==> config.mk <==
export PLATFORM = sky130hd
export DESIGN_NAME = engine_writeback
export DESIGN_NICKNAME = d
export VERILOG_FILES = /design/src/rtl/engine_writeback.sv
export SDC_FILE = /design/constraint.sdc
export NUM_CORES = 1
export LEC_CHECK = 0
export ABC_CLOCK_PERIOD_IN_PS = 7400
export BUFFER_PORTS_ARGS = -buffer_cell sky130_fd_sc_hd__buf_2
export CORE_ASPECT_RATIO = 1.25
export CORE_MARGIN = 1.5
export CORE_UTILIZATION = 60
export CTS_BUF_LIST = sky130_fd_sc_hd__clkbuf_4 sky130_fd_sc_hd__clkbuf_8 sky130_fd_sc_hd__clkbuf_16
export DETAILED_ROUTE_END_ITERATION = 6
export HOLD_SLACK_MARGIN = 0.06
export PLACE_DENSITY = 0.79
export REMOVE_ABC_BUFFERS = 1
export SYNTH_ARGS = -nofsm -noshare
export SYNTH_HDL_FRONTEND = slang
export SYNTH_SLANG_ARGS = --single-unit
==> constraint.sdc <==
create_clock -name clk -period 7.4 [get_ports clk]
set_clock_uncertainty 0.05 [all_clocks]
set_input_delay 0.74 -clock clk [delete_from_list [all_inputs] [get_ports clk]]
set_output_delay 0.74 -clock clk [all_outputs]
set_load 0.1 [all_outputs]
==> src/rtl/engine_writeback.sv <==
// engine_writeback: packs serial FP16 engine results into BURST_LEN-lane words and
// queues them for a valid/ready consumer. Define WB_OVERFLOW_FLAG_EN to expose drop reporting.
module engine_writeback #(
    parameter int BURST_LEN = 8,
    parameter int DEPTH     = 4,
    parameter int CNT_W     = 10
) (
    input  logic                   clk,
    input  logic                   rst,
    input  logic                   output_en,
    input  logic [15:0]            output_data,
    input  logic                   gemm_finish,
    output logic [CNT_W-1:0]       output_count,
    output logic [16*BURST_LEN-1:0] wb_data,
    output logic [BURST_LEN-1:0]   wb_mask,
    output logic                   wb_last,
    output logic                   wb_valid,
    input  logic                   wb_ready,
    output logic                   wb_full
`ifdef WB_OVERFLOW_FLAG_EN
    ,
    output logic                   wb_overflow,
    output logic [7:0]             wb_drop_count
`endif
);

    localparam int W      = 16 * BURST_LEN;
    localparam int IDX_W  = (BURST_LEN > 1) ? $clog2(BURST_LEN) : 1;
    localparam int PTR_W  = (DEPTH > 1) ? $clog2(DEPTH) : 1;
    localparam int FCNT_W = $clog2(DEPTH + 1);
    localparam logic [IDX_W-1:0]  LAST_IDX = IDX_W'(BURST_LEN - 1);
    localparam logic [FCNT_W-1:0] FULL_CNT = FCNT_W'(DEPTH);

    typedef enum logic [1:0] {
        FILL  = 2'd0,
        FLUSH = 2'd1,
        DONE  = 2'd2
    } state_t;

    state_t state, state_nxt;

    logic [IDX_W-1:0]     idx;
    logic [W-1:0]         pack;
    logic [W-1:0]         pack_beat;
    logic                 gemm_prev;
    logic                 rise;
    logic                 beat;
    logic                 last_lane;
    logic                 pop;
    logic                 can_push;
    logic                 push_req;
    logic                 push;
    logic [W-1:0]         push_data;
    logic [BURST_LEN-1:0] push_mask;
    logic [BURST_LEN-1:0] part_mask;
    logic                 push_last;

    logic [W-1:0]         fifo_data [DEPTH];
    logic [BURST_LEN-1:0] fifo_mask [DEPTH];
    logic                 fifo_last [DEPTH];
    logic [PTR_W-1:0]     wr_ptr;
    logic [PTR_W-1:0]     rd_ptr;
    logic [FCNT_W-1:0]    fifo_cnt;

    assign wb_valid  = (fifo_cnt != '0);
    assign wb_full   = (fifo_cnt == FULL_CNT);
    assign pop       = wb_valid & wb_ready;
    assign can_push  = !wb_full || pop;
    assign rise      = gemm_finish & ~gemm_prev;
    assign beat      = (state == FILL) && output_en;
    assign last_lane = (idx == LAST_IDX);
    assign push      = push_req & can_push;

    // Gate the head with wb_valid so an empty FIFO presents all-zero outputs.
    assign wb_data = wb_valid ? fifo_data[rd_ptr] : '0;
    assign wb_mask = wb_valid ? fifo_mask[rd_ptr] : '0;
    assign wb_last = wb_valid ? fifo_last[rd_ptr] : 1'b0;

    always_comb begin
        pack_beat = pack;
        pack_beat[16*idx +: 16] = output_data;
        part_mask = '0;
        for (int i = 0; i < BURST_LEN; i++) begin
            part_mask[i] = (IDX_W'(i) < idx);
        end
    end

    always_ff @(posedge clk or posedge rst) begin
        if (rst) begin
            state <= FILL;
        end else begin
            state <= state_nxt;
        end
    end

    always_comb begin
        state_nxt = state;
        push_req  = 1'b0;
        push_data = '0;
        push_mask = '0;
        push_last = 1'b0;
        case (state)
            FILL: begin
                if (beat && last_lane) begin
                    push_req  = 1'b1;
                    push_data = pack_beat;
                    push_mask = '1;
                end
                if (rise) begin
                    state_nxt = FLUSH;
                end
            end
            FLUSH: begin
                // Unused lanes of pack are already zero, so idx==0 yields the terminator.
                push_req  = 1'b1;
                push_data = pack;
                push_mask = part_mask;
                push_last = 1'b1;
                if (can_push) begin
                    state_nxt = DONE;
                end
            end
            DONE: begin
                if (!gemm_finish) begin
                    state_nxt = FILL;
                end
            end
            default: state_nxt = FILL;
        endcase
    end

    always_ff @(posedge clk or posedge rst) begin
        if (rst) begin
            gemm_prev    <= 1'b0;
            idx          <= '0;
            pack         <= '0;
            output_count <= '0;
        end else begin
            gemm_prev <= gemm_finish;
            if (beat) begin
                output_count <= output_count + 1'b1;
                if (last_lane) begin
                    idx  <= '0;
                    pack <= '0;
                end else begin
                    idx  <= idx + 1'b1;
                    pack <= pack_beat;
                end
            end
            if (state == FLUSH && can_push) begin
                idx  <= '0;
                pack <= '0;
            end
            if (state == DONE && !gemm_finish) begin
                output_count <= '0;
            end
        end
    end

    always_ff @(posedge clk) begin
        if (push) begin
            fifo_data[wr_ptr] <= push_data;
            fifo_mask[wr_ptr] <= push_mask;
            fifo_last[wr_ptr] <= push_last;
        end
    end

    // Simultaneous push and pop leaves the occupancy unchanged, even when full.
    always_ff @(posedge clk or posedge rst) begin
        if (rst) begin
            wr_ptr   <= '0;
            rd_ptr   <= '0;
            fifo_cnt <= '0;
        end else begin
            if (push) begin
                wr_ptr <= wr_ptr + 1'b1;
            end
            if (pop) begin
                rd_ptr <= rd_ptr + 1'b1;
            end
            case ({push, pop})
                2'b10:   fifo_cnt <= fifo_cnt + 1'b1;
                2'b01:   fifo_cnt <= fifo_cnt - 1'b1;
                default: fifo_cnt <= fifo_cnt;
            endcase
        end
    end

`ifdef WB_OVERFLOW_FLAG_EN
    logic drop;
    assign drop = push_req & ~can_push;

    always_ff @(posedge clk or posedge rst) begin
        if (rst) begin
            wb_overflow   <= 1'b0;
            wb_drop_count <= '0;
        end else if (drop) begin
            wb_overflow <= 1'b1;
            if (wb_drop_count != 8'hFF) begin
                wb_drop_count <= wb_drop_count + 8'd1;
            end
        end
    end
`endif

endmodule
==> summary.md <==
| Metric | Value |
|---|---|
| IO Pins | `170` |
| Floorplan row count | `89` |
| Slew HR | `6.936%` |
| Layout cell share with drive strength beyond 1 | `28.34%` |
| GP Congestion | `0.8180` |
| Min-Delay Path Class | `in -> async` |
| Total gr overflow | `0` |
| Vias in the first global route | `15700` |
| CTS Sinks | `699` |
| Number of synthesized register bits | `699` |
| Synth cell count leaders | `548 x edfxtp_1, 257 x a22o_1, 151 x dfrtp_1` |
| IO Port Bufs | `169` |
| Post-layout min period | `4.575 ns` |
| Flop-to-flop setup slack | `2.83 ns` |
| Die width | `197.7 µm` |
| Die area | `48720 µm²` |
| Clock latency on the worst-skew pair | `0.60 ns` |
| Core Footprint | `46990 µm²` |
| Ys async rst share | `21.60%` |
| Data arrival, critical path | `4.73 ns` |
| WP data required | `7.56 ns` |
| Final period util | `61.82%` |
| Compound-Gate Fraction of Synth Area | `9.208%` |
| Largest net degree at the start of global routing | `99` |
| EDFF count, synth | `548` |
| Post-layout util | `67.93%` |
| Antenna-violating nets left | `0` |
| Vias/cell | `6.561` |
| Reg clk slew, reported paths | `0.06 ns` |
| Cell family with most CP delay | `simple AND/OR/NAND/NOR gates` |
| Initial Util | `60.52%` |
| Final WL | `64.39 mm` |
| Cell area after layout | `31920 µm²` |
| Ys flop type | `edfxtp_1` |
| Yosys cell types | `61` |
| Filler instances | `3051` |
| Top cell type by total area after synthesis | `edfxtp_1` |
| Final setup margin | `2.825 ns` |
| DR vias | `15450` |
| Synth top area share | `57.86%` |
| Max-Cap Viols | `0` |
| CP cell instances | `ha_1 > ha_1 > nand4bb_4 > inv_2 > nor2_1 > nor2_1 > and2_4 > buf_4` |
| Mapped Area | `28440 µm²` |
| DRC | `0` |
| Hold_buf cts | `0` |
| Mapped Cells | `1528` |
| Post-synthesis adder-cell area fraction | `0.5983%` |
| Post-synthesis xor/xnor area fraction | `0.3080%` |
| Multiplexer share of the synthesized area | `10.96%` |
| DPL Wire Length | `35.95 mm` |
| H-tree lvl count | `3` |
| Initial DRC count | `1777` |
| R2R depth | `8` |
| Final Hold Fails | `0` |
| CP max stage delay | `1.01 ns` |
| Pins Over Slew Limit | `0` |
| Die Ht | `246.4 µm` |
| Slowest cell on the critical path | `and2_4` |
| Critical R2R Capture | `fifo_data[0][83]` |
| Status | `finished clean` |
| Count leader, synth | `edfxtp_1` |
| Layout area overhead | `12.24%` |
| Setup WS pre-CTS | `2.900 ns` |
| Crit. End Element | `flip-flop` |
| Main combinational cell family by area after synthesis | `multiplexers` |
| Global-route wire length before repair | `96.32 mm` |
| # resized after CTS | `0` |
| Crit path buf inv count | `2` |
| Placement Cell Area | `29650 µm²` |
| Max Fclk | `0.2186 GHz` |
| Total GRT Usage | `27.19%` |
| Initial antenna violation count | `3` |
| Sequential element share of the synthesized area | `71.15%` |
| Clock Tree Buf Depth | `3` |
| Finish-stage setup viols | `0` |
| Drt wl/cell | `27.35 µm` |
| R2r startpoint | `idx[0]` |
| CP Class | `reg -> reg` |
| Worst hold slack | `0.2606 ns` |
| Crit Path Max Fanout | `71` |
| Crit start category | `flip-flop` |
| Worst-margin pin slew | `1.391 ns` |
| Simple-Gate Fraction of Synth Area | `5.486%` |
| Ys Warns | `0` |
| CTS tree | `yes` |
| RSZ-0062 raised after global routing | `false` |
| Root buf cell | `clkbuf_16` |
| Synth area leaders | `edfxtp_1 58%, dfrtp_1 13%, mux4_2 11%` |
| Total CTS buffers | `66` |
| Final #Nets | `1696` |
| Mean post-synth cell area | `18.61 µm²` |
| Critical Path Stages | `8` |
| 1st-pass router iterations | `5` |
| Setup Fix Bufs, Post-CTS | `0` |
## area by class of cell
class | instances | area (µm²) | area share [%]
inverter | 10 | 42.54 | 0.1333
sequential | 699 | 20240 | 63.41
antenna | 2 | 5.005 | 0.01568
multi-input combinational | 698 | 7579 | 23.74
timing repair buffer | 187 | 993.5 | 3.112
clock inverter | 32 | 319.1 | 0.9995
clock buffer | 89 | 1943 | 6.087
tap | 637 | 797.0 | 2.497
## worst register-to-register path, cell delays in order, from the launching register on
cell and delay [ns]:
dfrtp_1 0.53, ha_1 0.31, ha_1 0.32, nand4bb_4 0.46
inv_2 0.35, nor2_1 0.13, nor2_1 0.36, and2_4 1.02
buf_4 0.67
## flip-flops by register name, indices dropped and copies added, names as in the netlist
register      flops
fifo_data       512
pack            128
fifo_mask        32
output_count     10
fifo_last         4
fifo_cnt          3
idx               3
rd_ptr            2
state             2
wr_ptr            2
gemm_prev         1
## stage by stage
stage,cells,setup TNS [ns]
after floorplan,1407,-5.992
after global placement,2231,0
after detailed placement,2231,0
after CTS,2352,0
after global routing,2352,0
final,2354,0
## cell families after synthesis
group           after synthesis
compound gates              298
buf+inv                     131
flops                       699
xor+xnor                     10
mux                         140
simple gates                237
fa+ha+maj                    13
## worst max-delay path by stage
stage / startpoint / endpoint / slack, ns
after floorplan: rd_ptr[0] / wb_data[0] / -0.04
after global placement: idx[0] / fifo_data[0][87] / 3.04
after detailed placement: idx[0] / fifo_data[0][87] / 2.90
after CTS: idx[0] / fifo_data[0][83] / 2.86
after global routing: idx[0] / fifo_data[0][84] / 2.51
final: idx[0] / fifo_data[0][83] / 2.83
## cell usage in the layout (no fill, tap or decap), types with 5 or more instances in the layout
master	n
edfxtp_1	548
a22o_1	257
buf_2	169
dfrtp_1	149
and2_1	138
mux4_2	137
clkbuf_16	71
nor2_1	24
buf_4	17
nand2_1	14
clkbuf_4	13
ha_1	12
clkinv_2	12
nand3_1	9
o21ai_4	8
o21ai_0	8
xnor2_1	8
clkinv_1	8
inv_1	7
o21ai_2	6
bufinv_16	6
and3_1	5
clkbuf_8	5
## routing by layer
layer / GRT usage (%) / part of all wire, % / wire (µm)
met5: 0 / 0.011 / 7
met3: 4.668 / 7.7 / 4937
met1: 35.52 / 37 / 23910
met2: 45.83 / 52 / 33200
met4: 10.84 / 3.6 / 2333
Power is left out: the tool's default activity adds up to more than one toggle a clock period on the data nets, which glitch-free logic cannot reach.
